<file path="src/rtl/lut_layer_scheduler.sv">
// lut_layer_scheduler
//   Evaluates one sparse LogicNets layer by time-multiplexing every neuron
//   onto a single shared truth-table RAM, one neuron per clock.
//
// Optional build macro: LUT_SCHED_CFG_READBACK_EN
//   When defined, adds a table readback port (cfg_re / cfg_rvalid / cfg_rdata).
//
// Ports
//   clk, rst_n          clock (rising edge), asynchronous active-low reset
//   s_valid/s_ready     input vector handshake; s_data holds neuron i fan-in
//                       at [i*FAN_IN +: FAN_IN]
//   m_valid/m_ready     result handshake; m_data holds neuron i output
//                       at [i*OUT_BITS +: OUT_BITS]
//   cfg_we/addr/wdata   table write, addr = {neuron_idx, fanin_pattern}
//   cfg_err             one-cycle pulse when a cfg access is rejected
//   busy                high in any state other than IDLE
//   cfg_re/rvalid/rdata (readback build only) table read, data one cycle later
//
// state | meaning
// ------+-------------------------------------------------------------
// IDLE  | accept table writes (priority) or a new input vector
// RUN   | issue one RAM read per neuron, store previous read result
// DRAIN | store the last neuron's read result, raise m_valid
// OUT   | hold result until downstream takes it
module lut_layer_scheduler #(
  parameter int NUM_NEURONS = 32,
  parameter int FAN_IN      = 4,
  parameter int OUT_BITS    = 2,
  parameter int CFG_AW      = $clog2(NUM_NEURONS) + FAN_IN
) (
  input  logic                            clk,
  input  logic                            rst_n,
  input  logic                            s_valid,
  output logic                            s_ready,
  input  logic [NUM_NEURONS*FAN_IN-1:0]   s_data,
  output logic                            m_valid,
  input  logic                            m_ready,
  output logic [NUM_NEURONS*OUT_BITS-1:0] m_data,
  input  logic                            cfg_we,
  input  logic [CFG_AW-1:0]               cfg_addr,
  input  logic [OUT_BITS-1:0]             cfg_wdata,
  output logic                            cfg_err,
`ifdef LUT_SCHED_CFG_READBACK_EN
  input  logic                            cfg_re,
  output logic                            cfg_rvalid,
  output logic [OUT_BITS-1:0]             cfg_rdata,
`endif
  output logic                            busy
);

  localparam int IDX_W = $clog2(NUM_NEURONS);
  localparam int DEPTH = 1 << CFG_AW;
  localparam logic [IDX_W-1:0] LAST_IDX = IDX_W'(NUM_NEURONS - 1);

  typedef enum logic [1:0] {
    S_IDLE  = 2'd0,
    S_RUN   = 2'd1,
    S_DRAIN = 2'd2,
    S_OUT   = 2'd3
  } state_t;

  state_t                            state_q, state_d;
  logic [IDX_W-1:0]                  idx_q, idx_d;
  logic [IDX_W-1:0]                  prev_idx;
  logic [NUM_NEURONS*FAN_IN-1:0]     in_q, in_d;
  logic [NUM_NEURONS*OUT_BITS-1:0]   out_q, out_d;
  logic                              m_valid_q, m_valid_d;
  logic                              cfg_err_q, cfg_err_d;

  // Shared table RAM: single address, write in IDLE, read in RUN (and
  // readback in IDLE). Contents are intentionally not reset.
  logic [OUT_BITS-1:0]               mem [DEPTH];
  logic [OUT_BITS-1:0]               ram_rdata_q;
  logic                              ram_we;
  logic                              ram_re;
  logic [CFG_AW-1:0]                 ram_addr;

`ifdef LUT_SCHED_CFG_READBACK_EN
  logic                              cfg_rvalid_q, cfg_rvalid_d;
`endif

  assign prev_idx = idx_q - 1'b1;

  always_comb begin
    state_d   = state_q;
    idx_d     = idx_q;
    in_d      = in_q;
    out_d     = out_q;
    m_valid_d = m_valid_q;
    cfg_err_d = 1'b0;
    ram_we    = 1'b0;
    ram_re    = 1'b0;
    ram_addr  = cfg_addr;
`ifdef LUT_SCHED_CFG_READBACK_EN
    cfg_rvalid_d = 1'b0;
`endif

    case (state_q)
      S_IDLE: begin
        if (cfg_we) begin
          ram_we = 1'b1;
`ifdef LUT_SCHED_CFG_READBACK_EN
          // A read colliding with a write is refused; the write proceeds.
          if (cfg_re) cfg_err_d = 1'b1;
        end else if (cfg_re) begin
          ram_re       = 1'b1;
          cfg_rvalid_d = 1'b1;
`endif
        end else if (s_valid) begin
          in_d    = s_data;
          idx_d   = '0;
          state_d = S_RUN;
        end
      end

      S_RUN: begin
        ram_re   = 1'b1;
        ram_addr = {idx_q, in_q[idx_q*FAN_IN +: FAN_IN]};
        // Read data lags the address by one cycle, so it belongs to idx-1.
        if (idx_q != '0) out_d[prev_idx*OUT_BITS +: OUT_BITS] = ram_rdata_q;
        idx_d = idx_q + 1'b1;
        if (idx_q == LAST_IDX) state_d = S_DRAIN;
      end

      S_DRAIN: begin
        out_d[(NUM_NEURONS-1)*OUT_BITS +: OUT_BITS] = ram_rdata_q;
        m_valid_d = 1'b1;
        state_d   = S_OUT;
      end

      S_OUT: begin
        if (m_valid_q && m_ready) begin
          m_valid_d = 1'b0;
          state_d   = S_IDLE;
        end
      end

      default: state_d = S_IDLE;
    endcase

    if (cfg_we && (state_q != S_IDLE)) cfg_err_d = 1'b1;
`ifdef LUT_SCHED_CFG_READBACK_EN
    if (cfg_re && (state_q != S_IDLE)) cfg_err_d = 1'b1;
`endif
  end

  always_ff @(posedge clk or negedge rst_n) begin
    if (!rst_n) begin
      state_q   <= S_IDLE;
      idx_q     <= '0;
      in_q      <= '0;
      out_q     <= '0;
      m_valid_q <= 1'b0;
      cfg_err_q <= 1'b0;
`ifdef LUT_SCHED_CFG_READBACK_EN
      cfg_rvalid_q <= 1'b0;
`endif
    end else begin
      state_q   <= state_d;
      idx_q     <= idx_d;
      in_q      <= in_d;
      out_q     <= out_d;
      m_valid_q <= m_valid_d;
      cfg_err_q <= cfg_err_d;
`ifdef LUT_SCHED_CFG_READBACK_EN
      cfg_rvalid_q <= cfg_rvalid_d;
`endif
    end
  end

  always_ff @(posedge clk) begin
    if (ram_we) mem[ram_addr] <= cfg_wdata;
    if (ram_re) ram_rdata_q <= mem[ram_addr];
  end

`ifdef LUT_SCHED_CFG_READBACK_EN
  assign s_ready    = (state_q == S_IDLE) && !cfg_we && !cfg_re;
  assign cfg_rvalid = cfg_rvalid_q;
  assign cfg_rdata  = cfg_rvalid_q ? ram_rdata_q : '0;
`else
  assign s_ready    = (state_q == S_IDLE) && !cfg_we;
`endif

  assign busy    = (state_q != S_IDLE);
  assign m_valid = m_valid_q;
  assign m_data  = out_q;
  assign cfg_err = cfg_err_q;

endmodule

</file>
<file path="config.mk">
export PLATFORM = sky130hd
export DESIGN_NAME = lut_layer_scheduler
export DESIGN_NICKNAME = d
export VERILOG_FILES = /design/src/rtl/lut_layer_scheduler.sv
export SDC_FILE = /design/constraint.sdc
export NUM_CORES = 2
export LEC_CHECK = 0
export CORE_UTILIZATION = 55
export CTS_CLUSTER_SIZE = 30
export DETAILED_ROUTE_END_ITERATION = 10
export PLACE_DENSITY_LB_ADDON = 0.12
export SLEW_MARGIN = 20
export SYNTH_ARGS = -nofsm -noshare
export SYNTH_HDL_FRONTEND = slang
export SYNTH_SLANG_ARGS = --single-unit
</file>
<file path="constraint.sdc">
create_clock -name clk -period 4.7 [get_ports clk]
set_clock_uncertainty 0.1 [all_clocks]
set_input_delay 0.94 -clock clk [delete_from_list [all_inputs] [get_ports clk]]
set_output_delay 0.94 -clock clk [all_outputs]
set_load 0.02 [all_outputs]
</file>
# [After elaboration in Yosys (flattened, before gate mapping)]
# Memories as Yosys holds them, arrays and structs flattened. A register that Yosys moved wholly into a read port is not among the register bits.
# Index checks and enable logic that the tools add are counted.
[classes] n_lt_le_gt_ge=0 shifts=3 n_reduce_logical=16 addsub=3 n_eq_ne=9 muxes=20 n_bitwise=1 div_mod_pow=0 mul=0
[op_table] cell="indexed part select 128 x 8 -> 4 bit" count=1
[op_table] cell="bitwise mux 64 bit" count=1
[op_table] cell="two-way mux 64 bit" count=1
[op_table] cell="variable shift 2 x 34 -> 64 bit (first input constant)" count=1
[op_table] cell="indexed part select 2 x 34 -> 64 bit" count=1
[op_table] cell="negator 6 -> 34 bit" count=1
[op_table] cell="two-way mux 5 bit" count=2
[op_table] cell="inequality test 2 bit (second input constant)" count=5
[op_table] cell="case mux 5 bit (2 select lines)" count=1
[op_table] cell="two-way mux 9 bit" count=1
[op_table] cell="two-way mux 2 bit" count=4
[op_table] cell="case mux 2 bit (4 select lines)" count=1
[op_table] cell="nonzero test 2 bit" count=4
[op_table] cell="two-way mux 1 bit" count=7
[op_table] cell="AND reduction 2 bit" count=3
[op_table] cell="AND reduction 3 bit" count=2
[op_table] cell="adder 5 x 1 -> 5 bit (second input constant)" count=1
[op_table] cell="== test 5 bit (second input constant)" count=1
[op_table] cell="nonzero test 5 bit" count=1
[op_table] cell="subtractor 5 x 1 -> 5 bit (second input constant)" count=1
[op_table] cell="== test 2 bit (second input constant)" count=2
[op_table] cell="case mux 2 bit (2 select lines)" count=1
[op_table] cell="AND reduction 4 bit" count=1
[op_table] cell="logical AND 1 bit" count=3
[op_table] cell="5 further kinds" count=5
[totals] ramBits=1024 inputBits=144 elab_cells=60 latchBits=0 rom_bits=0 out_inout_bits=68 memories=1 regBits=201
[memory_table] memory="mem" words=512 word_bits=2 read_ports=1 rd_clocked_by_memory_dff=1 wr=1 line_no="72" rtl="logic [OUT_BITS-1:0] mem [DEPTH];"

# [Depth between registers and ports, before layout]
[logic_depth] ltp_word=6 ltp_mapped=17 depth_no_buf=13

# [Least setup slack after synthesis]
# No wires, ideal clock.
[synth_path] kind="register -> register" startpoint="reg idx_q[0]" endpoint="mem mem[136][0], enable pin" path_slack_ns=1.023 stages_incl_launch_ff=15 t_required_ns=4.291 arrival_ns=3.268 setup_time_ns=0.309 period_less_slack_ns=3.677 n_path_buf=8 path_cell_list="dfrtp_1 buf_6 buf_8 mux4_2 a22o_1 o31a_1 buf_2 nand2_2 buf_2 buf_2 buf_2 buf_2 nand3_1 clkbuf_1 nor2_1"
[synth_via] elab_chain_cells=2
[synth_lines] element="start, declared" line_no="63" rtl="logic [IDX_W-1:0] idx_q, idx_d;"
[synth_lines] element="start signal, assigned" line_no="160" rtl="idx_q <= idx_d;"
[synth_lines] element="indexed part select 128 x 8 -> 4 bit" line_no="118" rtl="ram_addr = {idx_q, in_q[idx_q*FAN_IN +: FAN_IN]};"
[synth_lines] element="two-way mux 9 bit (*)" line_no="98" rtl="case (state_q)"
[synth_lines] element="end, declared" line_no="72"
# Every way passes the cells marked *; elsewhere a longest branch is shown, timed or not.

# [Worst setup path in the final report]
[layout_path] startpoint="reg idx_q[0]" endpoint="reg ram_rdata_q[1] (read register of mem) (data pin)"
[layout_via] elab_chain_cells=2
[layout_lines] element="indexed part select 128 x 8 -> 4 bit" line_no="118"
[layout_lines] element="two-way mux 9 bit (*)" line_no="98"
[layout_lines] element="end, declared" line_no="73" rtl="logic [OUT_BITS-1:0] ram_rdata_q;"
# Marked as above.
# A chain may end at the register's enable or synchronous reset.

==> metrics.txt <==
Pins Over Slew Limit=0; most frequent cells in the layout=edfxtp_1 (1,026), nand2_1 (647), nor2_1 (567), a21oi_1 (253), buf_4 (211); post-synthesis instance total=3,955; die footprint=95,030 sq um; Fmax=0.2150 GHz; synth warn=0; first-pass GRT wire length=214,800 um; max_slew headroom=30.16%; final worst path period need=4.652 ns; All-Layer GR Usage=30.72%; die span in y=308.3 um; setup_tns=0 ns; top sig layer=met4; most common flop cell mapped by yosys=edfxtp_1; PortBufs=211; worst slew pin tran=1.048 ns; Crit. End Element=flip-flop; worst path bufs/invs=4; CP most frequent cell=buf_12; Syn Std Cell Area=51,590 sq um; Slowest cell on crit path=mux4_2; endpoints failing setup=0; Max VDD drop=0.3682 mV; DR vias=34,950; final wirelength=144,400 um; Hold Crit Class=in2async; row count=111; TritonCTS clock tree=done; CP Launch Type=flip-flop; Synth area leader=edfxtp_1; CTS root buf=clkbuf_16; post-synthesis sequential area ratio=69.47%; required time worst endpoint=5.04 ns; Routed Antenna Nets=0; Num CTS Buffers=131; most common cell after layout, fill and taps aside=edfxtp_1; largest net degree at the start of global routing=145; clock latency at the later pin of the worst-skew pair=0.74 ns; Starting Density=55.94%; Synth cell types=66; drt pass-1 iters=6; met3 WL=12,490 um; Power Dens Cells=603.6 nW/um^2; Reg area=35,840 sq um; wl on met1=56,830 um; Top delay family on crit path=compound AO/OA/AOI/OAI gates; mean post-synth cell area=13.04 sq um; max cap viols=0; async set-reset flop share out of synthesis=16.38%; total grt overflow=0; Final GP Congestion=0.8625; drt wl/cell=25.71 um; total power=36.77 mW; core box area=92,220 sq um; slowest stage delay, CP=0.57 ns; Worst Path Arrival=4.99 ns; die width=308.3 um; antenna violations before repair=3; # DRC=0; Multi-input gate area=14,480 sq um; final hold vios=0; DR WL met2=70,340 um; Layout fillers=6,877; Setup CP Type=reg2reg; vias in the first global route=34,400; final period utilization=98.97%; H-tree Lvls=4; crit path cell chain=buf_12, mux4_2, a22o_1, o31ai_4, nor2_4, buf_12, buf_12, buf_4, nand2_1, a32o_1, o32ai_1, nor4_1, nand4_1, a2111oi_2, o2111ai_1; syn nets=4,111; nets=4,432; dominant cells by area after synthesis=edfxtp_1 (60%), dfrtp_1 (9.7%), nand2_1 (4.7%); number of synthesized flops with an enable pin=1,026; 1st-iter DRT viols=3,904; DR vias/cell=6.223; RSZ-0062 raised after global routing=true; I/O pin cnt=212; status=completed; LEAKAGE=21.29 nW; Clk pin slew, worst setup/hold paths=0.06 ns; clk sink count=1,227; Synth top area share=59.72%; Longest Clk Path Bufs=3; layout cells sized above 1=15.72%; number of synthesized register bits=1,227; HPWL after DPL=90,020 um; Area growth, synth to finish=18.08%; critical-path maximum fanout=33
-- timing repair --
| item | CTS | global route |
|---|---|---|
| pin swaps | 0 | 3 |
| setup buffers | 0 | 2 |
| endpoints found under the setup margin | 1 | 6 |
| hold buffers | 0 | 0 |
| hold endpoints to repair | 0 | 0 |
| gates resized for setup | 3 | 3 |
-- per-stage QoR --
step	util, %	setup WS (ns)	instance area, sq um	instances	hold slack [ns]
global route	66.06	-0.06834	60920	5617	0.2559
floorplan	-	1.023	51590	3955	0.3739
detailed placement	61.58	-0.2846	56790	5384	0.3671
finish	66.06	0.04843	60920	5617	0.2004
global placement	61.58	-0.2820	56790	5384	0.3600
CTS	66.02	0.02777	60880	5612	0.2136
-- cell families (layout without fill, tap and decap cells) --
kind of cell | after synthesis | in the layout | synth area share, %
AOI/OAI and AO/OA | 654 | 654 | 8.971
xor gates and xnor gates | 7 | 7 | 0.1188
adders and majority gates | 12 | 12 | 0.2910
buffers and inverters | 310 | 726 | 2.755
DFF | 1227 | 1227 | 69.47
muxes | 326 | 326 | 7.290
other | 0 | 3 | 0
and+or+nand+nor | 1419 | 1419 | 11.11
-- state kept, by name, summed over array words and instances (netlist names) --
| signal | cells |
|---|---|
| mem | 1024 |
| in_q | 128 |
| m_data | 64 |
| idx_q | 5 |
| ram_rdata_q | 2 |
| state_q | 2 |
| cfg_err | 1 |
| m_valid | 1 |
-- synthesized netlist by cell type (all sizes together) (7+ instances only) --
master	number
a221oi	110
clkbuf	133
mux2	178
inv	17
and2	8
a311oi	16
o21ai	20
nand4	14
a2111oi	10
buf	160
nor4	39
nor2b	7
a22oi	19
o32ai	7
mux2i	126
and3	27
a32o	86
mux4	22
a21o	20
dfrtp	201
a21oi	253
o22ai	39
edfxtp	1026
nor2	569
a32oi	7
nand3	89
ha	12
a31oi	27
nand2	650
-- layer usage --
layer / up-vias / track usage, %
met5: - / 0
met4: 0 / 10.99
met3: 292 / 5.318
met2: 1590 / 49.83
met1: 17690 / 41.90
li1: 15380 / -
-- path summary, 6_finish.rpt --
path / slack [ns] / startpoint / depth (start not counted) / endpoint
min in group clk: 0.38 / m_data[24] / 2 / m_data[24]
max: 0.05 / idx_q[0] / 15 / ram_rdata_q[1]
max in group asynchronous: 3.07 / rst_n / 2 / m_data[51]
min reg2reg: 0.38 / m_data[24] / 2 / m_data[24]
min: 0.20 / rst_n / 1 / in_q[106]
max reg2reg: 0.05 / idx_q[0] / 15 / ram_rdata_q[1]
-- report_power, final --
| part | internal (mW) | switching [mW] |
|---|---|---|
| clock network | 5.82 | 4.14 |
| registers | 12.5 | 0.409 |
| logic | 5.34 | 8.52 |
| total | 23.7 | 13.1 |
-- cell type report --
class | instances | share of cell area [%]
Inverter | 17 | 0.1047
Tap cell | 1243 | 2.553
Antenna cell | 3 | 0.01232
Clock inverter | 64 | 0.9324
Sequential cell | 1227 | 58.84
Multi-Input combinational cell | 2418 | 23.76
Clock buffer | 164 | 5.771
Timing Repair Buffer | 481 | 8.028
-- worst reg2reg max path: cells and delay by family, from the launching register on --
kind | cells | cell delay (ns)
and+or+nand+nor | 4 | 0.93
muxes | 1 | 0.57
DFF | 1 | 0.55
AOI/OAI and AO/OA | 6 | 1.43
buffers and inverters | 4 | 0.79
No activity file was read; power rests on OpenSTA's default activity.
